**src/rtl/serial_subtractor_pkg.sv**
```systemverilog
// Shared definitions for the bit-serial subtractor: state encodings and default width.
package serial_subtractor_pkg;

   localparam int DEFAULT_WIDTH = 8;

   typedef enum logic [1:0] {
      ST_IDLE = 2'd0,
      ST_RUN  = 2'd1,
      ST_DONE = 2'd2
   } state_e;

endpackage

```
**src/rtl/half_subtractor.sv**
```systemverilog
// Gate-level half subtractor: d = x - y, borrow-out when x < y.
module half_subtractor (
   input  logic x,
   input  logic y,
   output logic d,
   output logic bo
);

   assign d  = x ^ y;
   assign bo = ~x & y;

endmodule

```
**src/rtl/serial_subtractor.sv**
```systemverilog
// Bit-serial unsigned subtractor, diff = a - b, LSB first, one bit per clock with a
// start/busy/done handshake.
//
// state   | meaning
// --------+-------------------------------------------------------------
// ST_IDLE | waiting for start; outputs hold last result
// ST_RUN  | one full-subtractor step per cycle, WIDTH steps in total
// ST_DONE | single cycle: done=1, diff/borrow just registered; accepts start
module serial_subtractor
   import serial_subtractor_pkg::*;
#(
   parameter int WIDTH = DEFAULT_WIDTH
) (
   input  logic             clk,
   input  logic             rst_n,
   input  logic             start,
   input  logic [WIDTH-1:0] a,
   input  logic [WIDTH-1:0] b,
   output logic             busy,
   output logic             done,
   output logic [WIDTH-1:0] diff,
   output logic             borrow
);

   localparam int CW = (WIDTH > 1) ? $clog2(WIDTH) : 1;
   localparam logic [CW-1:0] LAST = CW'(WIDTH - 1);

   state_e           state_q;
   logic [WIDTH-1:0] ra_q, rb_q, rd_q;
   logic [CW-1:0]    count_q;
   logic             bin_q;
   logic             busy_q, done_q, borrow_q;
   logic [WIDTH-1:0] diff_q;

   logic             d1, b1, d_bit, b2, bo;
   logic [WIDTH-1:0] rd_d;

   // Full subtractor: two half subtractors, borrows merged by an OR.
   half_subtractor u_hs_xy (
      .x  (ra_q[0]),
      .y  (rb_q[0]),
      .d  (d1),
      .bo (b1)
   );

   half_subtractor u_hs_bin (
      .x  (d1),
      .y  (bin_q),
      .d  (d_bit),
      .bo (b2)
   );

   assign bo   = b1 | b2;
   assign rd_d = {d_bit, rd_q[WIDTH-1:1]};

   always_ff @(posedge clk or negedge rst_n) begin
      if (!rst_n) begin
         state_q  <= ST_IDLE;
         ra_q     <= '0;
         rb_q     <= '0;
         rd_q     <= '0;
         count_q  <= '0;
         bin_q    <= 1'b0;
         busy_q   <= 1'b0;
         done_q   <= 1'b0;
         diff_q   <= '0;
         borrow_q <= 1'b0;
      end else begin
         done_q <= 1'b0;
         case (state_q)
            ST_IDLE, ST_DONE: begin
               if (start) begin
                  ra_q    <= a;
                  rb_q    <= b;
                  bin_q   <= 1'b0;
                  count_q <= '0;
                  state_q <= ST_RUN;
                  busy_q  <= 1'b1;
               end else begin
                  state_q <= ST_IDLE;
                  busy_q  <= 1'b0;
               end
            end
            ST_RUN: begin
               ra_q    <= ra_q >> 1;
               rb_q    <= rb_q >> 1;
               rd_q    <= rd_d;
               bin_q   <= bo;
               count_q <= count_q + 1'b1;
               // Final step: capture the completed result straight into the outputs.
               if (count_q == LAST) begin
                  state_q  <= ST_DONE;
                  busy_q   <= 1'b0;
                  done_q   <= 1'b1;
                  diff_q   <= rd_d;
                  borrow_q <= bo;
               end
            end
            default: begin
               state_q <= ST_IDLE;
               busy_q  <= 1'b0;
            end
         endcase
      end
   end

   assign busy   = busy_q;
   assign done   = done_q;
   assign diff   = diff_q;
   assign borrow = borrow_q;

endmodule
```
**config.mk**
```make
export PLATFORM = sky130hd
export DESIGN_NAME = serial_subtractor
export DESIGN_NICKNAME = d
export VERILOG_FILES = /design/src/rtl/serial_subtractor_pkg.sv /design/src/rtl/half_subtractor.sv /design/src/rtl/serial_subtractor.sv
export SDC_FILE = /design/constraint.sdc
export NUM_CORES = 1
export LEC_CHECK = 0
export ABC_AREA = 1
export BUFFER_PORTS_ARGS = -buffer_cell sky130_fd_sc_hd__buf_2
export CAP_MARGIN = 15
export CELL_PAD_IN_SITES_DETAIL_PLACEMENT = 0
export CELL_PAD_IN_SITES_GLOBAL_PLACEMENT = 1
export CORE_ASPECT_RATIO = 1.4
export CORE_MARGIN = 3
export CORE_UTILIZATION = 35
export DETAILED_ROUTE_END_ITERATION = 7
export GPL_TIMING_DRIVEN = 0
export MAX_ROUTING_LAYER = met4
export PLACE_DENSITY_LB_ADDON = 0.1
export SETUP_SLACK_MARGIN = 0.1
export SYNTH_ARGS = -nofsm -noshare
export SYNTH_HDL_FRONTEND = slang
export SYNTH_SLANG_ARGS = --single-unit
```
**constraint.sdc**
```tcl
create_clock -name clk -period 1.2 [get_ports clk]
set_input_delay 0 -clock clk [delete_from_list [all_inputs] [get_ports clk]]
set_output_delay 0 -clock clk [all_outputs]
set_load 0.03 [all_outputs]
```
# After elaboration in Yosys (flattened, before gate mapping)
# Index checks and enable logic that the tools add are counted.
[totals]
reg_bits = 41
input_bits = 19
out_inout_bits = 11
elab_cells = 44
[classes]
add_sub_neg = 1
n_eq_ne = 5
muxes = 16
bitwise_logic = 7
n_reduce_logical = 5
[ops]
columns = ["cell", "n"]
rows = [
  ["case mux 8 bit (2 select lines)", 2],
  ["two-way mux 8 bit", 2],
  ["two-way mux 1 bit", 6],
  ["case mux 3 bit (2 select lines)", 1],
  ["inequality test 2 bit, second input constant", 2],
  ["case mux 1 bit (2 select lines)", 2],
  ["case mux 2 bit (2 select lines)", 1],
  ["AND reduction 2 bit", 2],
  ["adder 3 x 1 -> 3 bit, second input constant", 1],
  ["equality test 3 bit, second input constant", 1],
  ["two-way mux 3 bit", 1],
  ["AND 1 bit", 2],
  ["equality test 2 x 1 -> 1 bit, second input constant", 1],
  ["equality test 2 bit, second input constant", 1],
  ["zero test 2 bit", 1],
  ["two-way mux 2 bit", 1],
  ["NOT 1 bit", 2],
  ["nonzero test 2 bit", 1],
  ["OR reduction 2 bit", 1],
  ["bitwise XOR 1 bit", 2],
  ["bitwise OR 1 bit", 1],
]

# Longest topological paths before layout
# Gate-level depths: netlist of the first run.
[logic_depth]
word_depth = 5
mapped_depth = 8
mapped_depth_nobuf = 6

# Modules after synthesis
# From an unflattened synthesis of the first run, not the netlist that was laid out.
[unflattened]
cells_unflattened = 226
hier_area_um2 = 1899.3
[modules_own_cells]
columns = ["mod", "n_inst", "cells_each", "area_per_inst_um2", "seq_area_each_um2"]
rows = [
  ["serial_subtractor", 1, 220, 1859.3, 1001.0],
  ["half_subtractor", 2, 3, 20.0, 0.0],
]

# Worst setup path before layout of the first run
# No wires, ideal clock.
[synth_path]
kind = "register to register"
start = "register rb_q[0]"
end = "register bin_q"
t_arrival_ns = 1.157
slack_ns = -0.040
path_stages_with_launch = 5
path_buffers = 0
synth_period_minus_slack_ns = 1.240
path_cell_list = "dfrtp_1 inv_1 fa_1 or2_2 o21ai_0"
[synth_between]
elab_chain_len = 5
[synth_lines]
columns = ["item", "line_no", "text"]
rows = [
  ["start: declaration", "serial_subtractor.sv:29", "logic [WIDTH-1:0] ra_q, rb_q, rd_q;"],
  ["start signal: assignment", "serial_subtractor.sv:86", "rb_q <= rb_q >> 1;"],
  ["bitwise XOR 1 bit", "half_subtractor.sv:9", "assign d = x ^ y;"],
  ["NOT 1 bit", "half_subtractor.sv:10", "assign bo = ~x & y;"],
  ["AND 1 bit", "half_subtractor.sv:10", ""],
  ["bitwise OR 1 bit (*)", "serial_subtractor.sv:53", "assign bo = b1 | b2;"],
  ["case mux 1 bit (2 select lines) (*)", "serial_subtractor.sv:70", "case (state_q)"],
  ["end signal: assignment", "serial_subtractor.sv:88", "bin_q <= bo;"],
  ["end: declaration", "serial_subtractor.sv:31", "logic bin_q;"],
]
# Every way passes the cells marked *; elsewhere a longest branch is shown, timed or not.
# A chain may end at the register's enable or synchronous reset.

# Final worst setup path of the first run
[layout_path]
start = "register state_q[1]"
end = "register rb_q[4]"
[layout_between]
elab_chain_len = 4
[layout_lines]
columns = ["item", "line_no", "text"]
rows = [
  ["start: declaration", "serial_subtractor.sv:28", "state_e state_q;"],
  ["start signal: assignment", "serial_subtractor.sv:58", "state_q <= ST_IDLE;"],
  ["start signal: assignment", "serial_subtractor.sv:77", "state_q <= ST_RUN;"],
  ["start signal: assignment", "serial_subtractor.sv:80", "state_q <= ST_IDLE;"],
  ["equality test 2 bit / zero test 2 bit (equally long branches)", "serial_subtractor.sv:70", ""],
  ["OR reduction 2 bit", "serial_subtractor.sv:70", ""],
  ["inequality test 2 bit (no source line) / nonzero test 2 bit (equally long branches)", "n/a", ""],
  ["AND reduction 2 bit (no source line)", "n/a", ""],
]
# Several ways; a longest one is shown, not always the timed one.

==> results, run 1 <==
- Of the total synthesized cell area, the portion taken by full adders, half adders and majority gates is 0.0239.
- The routed length per placed instance is 11.9 um.
- The share of cells above drive strength 1 is 0.335.
- Across the whole layout, storage elements account for 1000 sq um.
- The end of the worst hold path is rb_q[4].
- After synthesis, the share of cell area in mux cells is 0.
- The warning count from the yosys run is 0.
- The antenna diode count is 0.
- The die is 92.8 um tall.
- The starting density of the core is 0.362.
- Setup repair after global routing could not meet its margin everywhere.
- In the finished design, the share of the clock period the worst path needs comes to 0.989.
- The core occupancy in the finished layout is 0.480.
- Once routing completed, OpenROAD measured the worst setup slack at 0.0133 ns.
- The worst reg-to-reg setup slack is 0.01 ns.
- The startpoint of the lowest-slack hold path is b[4].
- Between clock sinks in the finished design, the worst skew comes to 0.00718 ns.
- The leakage power summed over all cells is 1.37 nW.
- Counting flops and latches in the post-synthesis netlist gives 40.
- CTS placed an instance of clkbuf_8 at the clock tree root.
- The synthesized netlist contains 17 unique library cells.
- The number of detailed-route iterations in the first pass is 4.
- The share of total power in the clock network is 0.117.
- Measured in cells, the most critical reg-to-reg path has a length of 7.
- Internal power comes to 0.00414 W.
- The count of max-cap constraint violations is 0.
- After synthesis, the largest family of logic cells by area is simple AND/OR/NAND/NOR gates.
- Entering global routing, the biggest net connects 41 pins.
- For this design the total switching power over the nets is 0.00300 W.
- The gate count of the mapped netlist is 221.
- The register clock-pin slew on the reported worst setup and hold paths is 0.08 ns.
- The largest single stage delay on the critical path is 0.42 ns.
- The number of nets handed over by synthesis was 243.
- The path type of the worst min-delay path is input pin to flop.
- The post-synthesis compound-gate area fraction is 0.0691.
- The initialized floorplan defines 31 standard-cell rows.
- The actual slew at the worst max-slew pin is 0.568 ns.
- The number of filler instances in the final layout is 529.
- The critical path goes through inv_2 -> nand2_8 -> nand2_8 -> inv_8 -> clkbuf_16 -> nand2_1 -> nand2_1.
- Of the total power, the share spent switching nets is 0.420.
- After floorplanning, the core was sized to cover 5200 sq um.
- In this run the power density over the cells is 2860 nW/um^2.
- The number of antenna violations at the first check in global routing is 0.
- STA classifies the critical path startpoint as a flop.
- The clock buffer count from CTS is 5.
- The layout overhead on the synthesized area is 32.4%.
- The flow ran to the end, and the final reports show no timing, DRC or antenna violations.
- The arrival time of the worst setup path is 1.37 ns.
- The critical path data required time is 1.38 ns.
- The CTS tree is done.
- Leaving out fill and tap cells, the most frequent cells in the layout are 65 x nand2_1, 40 x dfrtp_1, 36 x inv_1, 29 x buf_2, 28 x nand3_1.
- Along the worst hold path, the cell count comes to 5.
- Counting every sink on the clock net gives 40.
- At the placement stage, the worst setup path has a slack of -0.0446 ns.
- The number of nets in the layout is 297.
- The proportion of synthesized chip area in sequential cells is 0.532.
- Derived from the worst setup path, the maximum achievable clock frequency is 843 MHz.
- In this run the worst path has a maximum fanout of 8.
- The later-pin clock latency in the skew report is 0.28 ns.
- Setup violations remaining at the end of the flow were counted as 0.
- The number of levels the H-tree was split into is 2.
- Of the total synthesized cell area, the portion taken by AND, OR, NAND and NOR gates is 0.251.
- The final hold violation count came to 0.
- The post-synthesis instance area is 1880 sq um.
- Global routing finished with a remaining overflow of 0.
- The largest buffer count on any clock path is 2.
- The leading cell type in the layout, fill and taps excluded is nand2_1.
- In this run the critical register-to-register path is launched from state_q[1].
- The number of global-route vias before repair is 1358.
- The share of total power dissipated in combinational logic is 0.557.
- Routability-driven placement finished with a final weighted congestion of 0.703.
- The first global-routing pass estimated 6520 um of wire.
- The worst flop-to-flop path endpoint is rb_q[4].
- The post-detailed-route via-to-cell ratio is 4.35.
- After detailed routing, the number of remaining DRC violations is 0.
- The synthesized area per cell is 8.52 sq um.
- The area enclosed by the die boundary is 6310 sq um.
- The worst setup path is captured at a flop.
- The overall fraction of global-route tracks in use is 0.141.
- Of the total power, registers draw 0.325.
- The clock period could shrink to 1.19 ns.
- The total chip power is 0.00713 W.
- The cell at the slowest stage of the critical path is dfrtp_1.
- The final non-filler cell area is 2490 sq um.
- After legalization and detailed placement, the total HPWL measured 2630 um.
- Wires add up to 4060 um.
- The number of buffers added on ports is 29.
- The peak supply drop is 0.949 mV.
- The area of the multi-input gates is 721 sq um.
- Detailed routing inserted a total of 1484 vias.
- The detailed router finished its first iteration with 74 violations.
- The I/O pin count is 30.
- The floorplan step set the die width to 68.0 um.
- The placed instances occupy a cell area of 2140 sq um.
- In this run the tightest slew margin relative to its limit is 0.621.
- The path type of the worst setup path is flop to flop.
- The xor/xnor cell area share of the yosys netlist is 0.
- The remaining number of nets flagged by the antenna check after routing is 0.
- The count of pins over their slew limit was 0.
==> flip-flops by register name, summed over array words and instances (netlist names), 2 cells and up <==
name	count
count_q	3
diff	8
ra_q	8
rb_q	8
rd_q	7
state_q	2
==> cell usage after synthesis, drive strengths merged <==
master / number / area (sq um)
ha: 2 / 25.0
nand3: 28 / 140
fa: 1 / 20.0
nand2: 74 / 308
or2: 1 / 6.26
o21ai: 19 / 125
buf: 9 / 70.1
a21oi: 1 / 5.00
inv: 43 / 164
dfrtp: 40 / 1000
nor2: 3 / 18.8
==> how the worst max path moves through the flow <==
| stage | start | endpoint | slack, ns | cells after the start |
|---|---|---|---|---|
| 4_1_cts | count_q[1] | diff[1] | 0.008 | 5 |
| 2_1_floorplan | bin_q | diff[7] | 0.07 | 4 |
| 6_report | state_q[1] | rb_q[4] | 0.01 | 7 |
| 3_3_place_gp | count_q[0] | borrow | -0.04 | 5 |
| 3_5_place_dp | count_q[0] | state_q[1] | -0.04 | 5 |
| 5_1_grt | state_q[1] | count_q[2] | -0.05 | 7 |
==> kinds of logic after synthesis <==
group / after synthesis
and+or+nand+nor: 106
buffers and inverters: 52
DFF: 40
AOI/OAI and AO/OA: 20
adders and majority gates: 3
==> layer usage <==
layer,track usage,routed length (um),vias to the layer above
li1,-,-,777
met1,0.182,1830,671
met2,0.217,2030,29
met3,0.0328,151,7
met4,0.0448,48,0
met5,-,0,-
==> power groups by stage <==
stage	clock, W	combinational [W]	sequential [W]
floorplan	0	0.00212	0.00261
global placement	0	0.00314	0.00233
detailed placement	0	0.00316	0.00234
CTS	0.000877	0.00355	0.00231
global route	0.000954	0.00442	0.00240
finish	0.000837	0.00398	0.00232
==> worst max-delay path, delay by kind of cell (launching register included) <==
family | cells | cell delay, ns
DFF | 1 | 0.42
and+or+nand+nor | 4 | 0.31
buffers and inverters | 3 | 0.35
==> through the flow <==
stage	hold slack, ns	cells	setup TNS [ns]
6_report	0.00726	341	0
3_3_place_gp	0.211	316	-0.664
4_1_cts	0.00105	336	0
2_1_floorplan	-0.296	221	0
3_5_place_dp	0.198	316	-0.692
5_1_grt	0.0191	341	-0.707
==> layout make-up <==
cell class,instances,share of cell area
multi-input combinational,129,0.289
inverter,43,0.0698
timing repair buffer,47,0.132
clock buffer,6,0.0291
tap,66,0.0331
clock inverter,1,0.00201
buffer,9,0.0432
sequential,40,0.402
==> what timing repair did <==
| item | 4_1_cts | 5_1_grt |
|---|---|---|
| endpoints found under the hold margin | 42 | 0 |
| cloned | 0 | 2 |
| setup endpoints to repair | 34 | 79 |
| setup buffers | 10 | 3 |
| resized for setup | 9 | 23 |
| hold buffers | 3 | 0 |
| pin swaps | 5 | 5 |
(Power assumes the default switching activity.)
==> run 2, diff against run 1 <==
==> constraint.sdc (replaced) <==
create_clock -name clk -period 1.2 [get_ports clk]
set_input_delay 0.12 -clock clk [delete_from_list [all_inputs] [get_ports clk]]
set_output_delay 0.12 -clock clk [all_outputs]
set_load 0.03 [all_outputs]
==> run 2 against run 1 <==
The run now ends with hold timing left. Hold slack got worse by 0.036 ns. Sequential share of layout area increased by 0.53 points. Clock power about the same. Sequential power about the same. Routed wire length decreased by 0.37%. Critical path depth unchanged. Critical endpoint unchanged. Fmax about the same. Register-to-register slack about the same. Worst setup slack improved by 0.00085 ns. Design area decreased by 1.3%. Combinational power about the same. Clock-buffer cell count unchanged.
==> results, run 2 (synthesis gave the netlist of run 1 again) <==
- The library cells used most frequently in the layout, excluding fill and tap cells, are 65 x nand2_1, 40 x dfrtp_1, 36 x inv_1, 30 x buf_2, 28 x nand3_1.
- The leading cell type in the layout, fill and taps excluded is nand2_1.
- The critical path is of the flop to flop type.
- The placed cell area is 2140 sq um.
- The actual slew at the worst max-slew pin is 0.928 ns.
- For the worst setup path, the data required time is 1.38 ns.
- The number of placement rows is 31.
- The worst path in the final design needs a cycle of 1.19 ns, including I/O delays and setup.
- The number of global-route vias before repair is 1349.
- Measured against its own limit, the worst slew margin works out to 0.381.
- For this design, the CTS-stage hold fixing added 0 buffers.
- The post-detailed-placement half-perimeter wirelength is 2630 um.
- The die covers 6310 sq um.
- The starting density of the core is 0.362.
- STA classifies the critical path startpoint as a flop.
- After filler insertion, the fill cell instance count of the layout stands at 531.
- At the later pin of the worst-skew pair, clock insertion delay measures 0.28 ns.
- The final hold violation count is 40.
- The detailed-route DRC error count is 0.
- Setup slack on the critical path of the routed design comes to 0.0142 ns.
- The worst hold path belongs to the class input pin to asynchronous set/reset pin.
- The count of buffers added on input and output ports is 29.
- The total negative slack is 0 ns.
- In this run, the number of DRC markers left after iteration 0 of detailed routing was 76.
- Based on the critical path, the design can be clocked at up to 843 MHz.
- In the routed layout, each cell is associated on average with a via count of 4.36.
- The total overflow left after global routing is 0.
- The count of nets left with antenna violations once routing finished came out at 0.
- The tree is rooted in a clkbuf_8.
- The via total after detailed routing is 1472.
- The CTS tree is done.
- Setup repair after global routing could not meet its margin everywhere.
- Summing all multi-input logic gate instances after layout gives 721 sq um.
- The first-pass GRT wire length is 6490 um.
- The leakage power summed over all cells is 1.36 nW.
- The routability-driven placement congestion ratio is 0.703.
- The share of the clock period used by the worst path after layout is 0.988.
- In this run the deepest clock path goes through 2 buffers.
- The core occupancy in the finished layout is 0.473.
- The count of pins over their slew limit was 0.
- The pin count of the biggest net entering global routing is 41.
- 30 I/O pins were placed.
- The width of the chip is 68.0 um.
- The count of max-cap constraint violations is 0.
- The power density over the cells is 2900 nW/um^2.
- Data on the critical path arrives at its endpoint at 1.37 ns.
- The flow ran to the end, but the final reports show violations.
- After clock tree synthesis, the clock-pin slew on the worst setup and hold paths is 0.08 ns.
- The antenna diode count is 0.
- The hold slack is -0.0290 ns.
- Across the routed clock network, the largest skew measured is 0.00678 ns.
- For this run, the total global-route usage over all layers was measured as 0.141.
- After routing the design area is 2460 sq um.
- The final reports fail on hold timing.
- Setup violations remaining at the end of the flow were counted as 0.
- In this run the vertical extent of the chip is 92.8 um.
- The clock buffer count from CTS is 5.
- The worst setup path is captured at a flop.
- The layout overhead on the synthesized area is 30.6%.
- The tree built by TritonCTS fans out to 40 sinks.
- The register area is 1000 sq um.
- The total chip power is 0.00713 W.
- After detailed routing, the average wire length per cell comes to 12.0 um.
- The final wirelength is 4050 um.
- The pre-antenna-repair detailed-routing pass consisted of 4 iterations.
- The worst-case setup slack after placement is -0.0446 ns.
- The number of levels the H-tree was split into is 2.
- The share of cells above drive strength 1 is 0.338.
- The placeable core region is 5200 sq um.
- The peak supply drop is 0.941 mV.
- The number of antenna violations at the first check in global routing is 0.
- The number of nets in the layout is 294.
- The largest fanout of any net on the critical path is 8.
[run 2: cell count changes in the layout (fill, tap and decap cells not counted), sizes merged]
cell         change
dlygate4sd3      -3
buf              +1
clkbuf           -1
[run 2: worst paths after layout]
check / from / endpoint / slack, ns / depth (start not counted)
worst max-delay path: state_q[1] / rb_q[4] / 0.01 / 7
worst min-delay path: rst_n / diff[1] / -0.03 / 1
worst max register to register: state_q[1] / rb_q[4] / 0.01 / 7
worst min register to register: diff[4] / diff[4] / 0.48 / 2
max in group asynchronous: rst_n / rb_q[0] / 0.65 / 1
min in group clk: a[7] / ra_q[7] / 0.05 / 3
[run 2: cell type report]
cell class | instances | area share
Sequential cell | 40 | 0.407
Tap cell | 66 | 0.0336
Timing Repair Buffer | 44 | 0.121
Buffer | 9 | 0.0437
Inverter | 43 | 0.0707
Multi-Input combinational cell | 129 | 0.293
Clock buffer | 6 | 0.0295
Clock inverter | 1 | 0.00203
[run 2: critical path, cell delays in order (launching register included)]
cell and delay (ns):
dfrtp_1 0.42, inv_2 0.15, nand2_8 0.10, nand2_8 0.11
inv_8 0.05, clkbuf_16 0.15, nand2_1 0.05, nand2_1 0.05
[run 2: layer usage]
metal,global-route usage,wire [um],vias up
met3,0.0328,154,7
li1,-,-,770
met4,0.0448,48,0
met5,-,0,-
met1,0.183,1810,664
met2,0.215,2030,31
[run 2: power breakdown]
part / switching [W] / internal [W]
logic: 0.00223 / 0.00174
clock network: 0.000441 / 0.000396
registers: 0.000326 / 0.00199
total: 0.00300 / 0.00413
[run 2: repair_timing]
action,4_1_cts,5_1_grt
pin swaps,5,5
gates cloned,0,2
buffers inserted,10,3
endpoints found under the setup margin,34,39
gates resized for setup,9,22
[run 2: per-stage QoR]
| stage | cells | hold slack [ns] |
|---|---|---|
| final | 338 | -0.0290 |
| after global placement | 316 | 0.331 |
| after CTS | 333 | 0.00178 |
| after detailed placement | 316 | 0.318 |
| after floorplan | 221 | -0.176 |
| after global routing | 338 | 0.0355 |
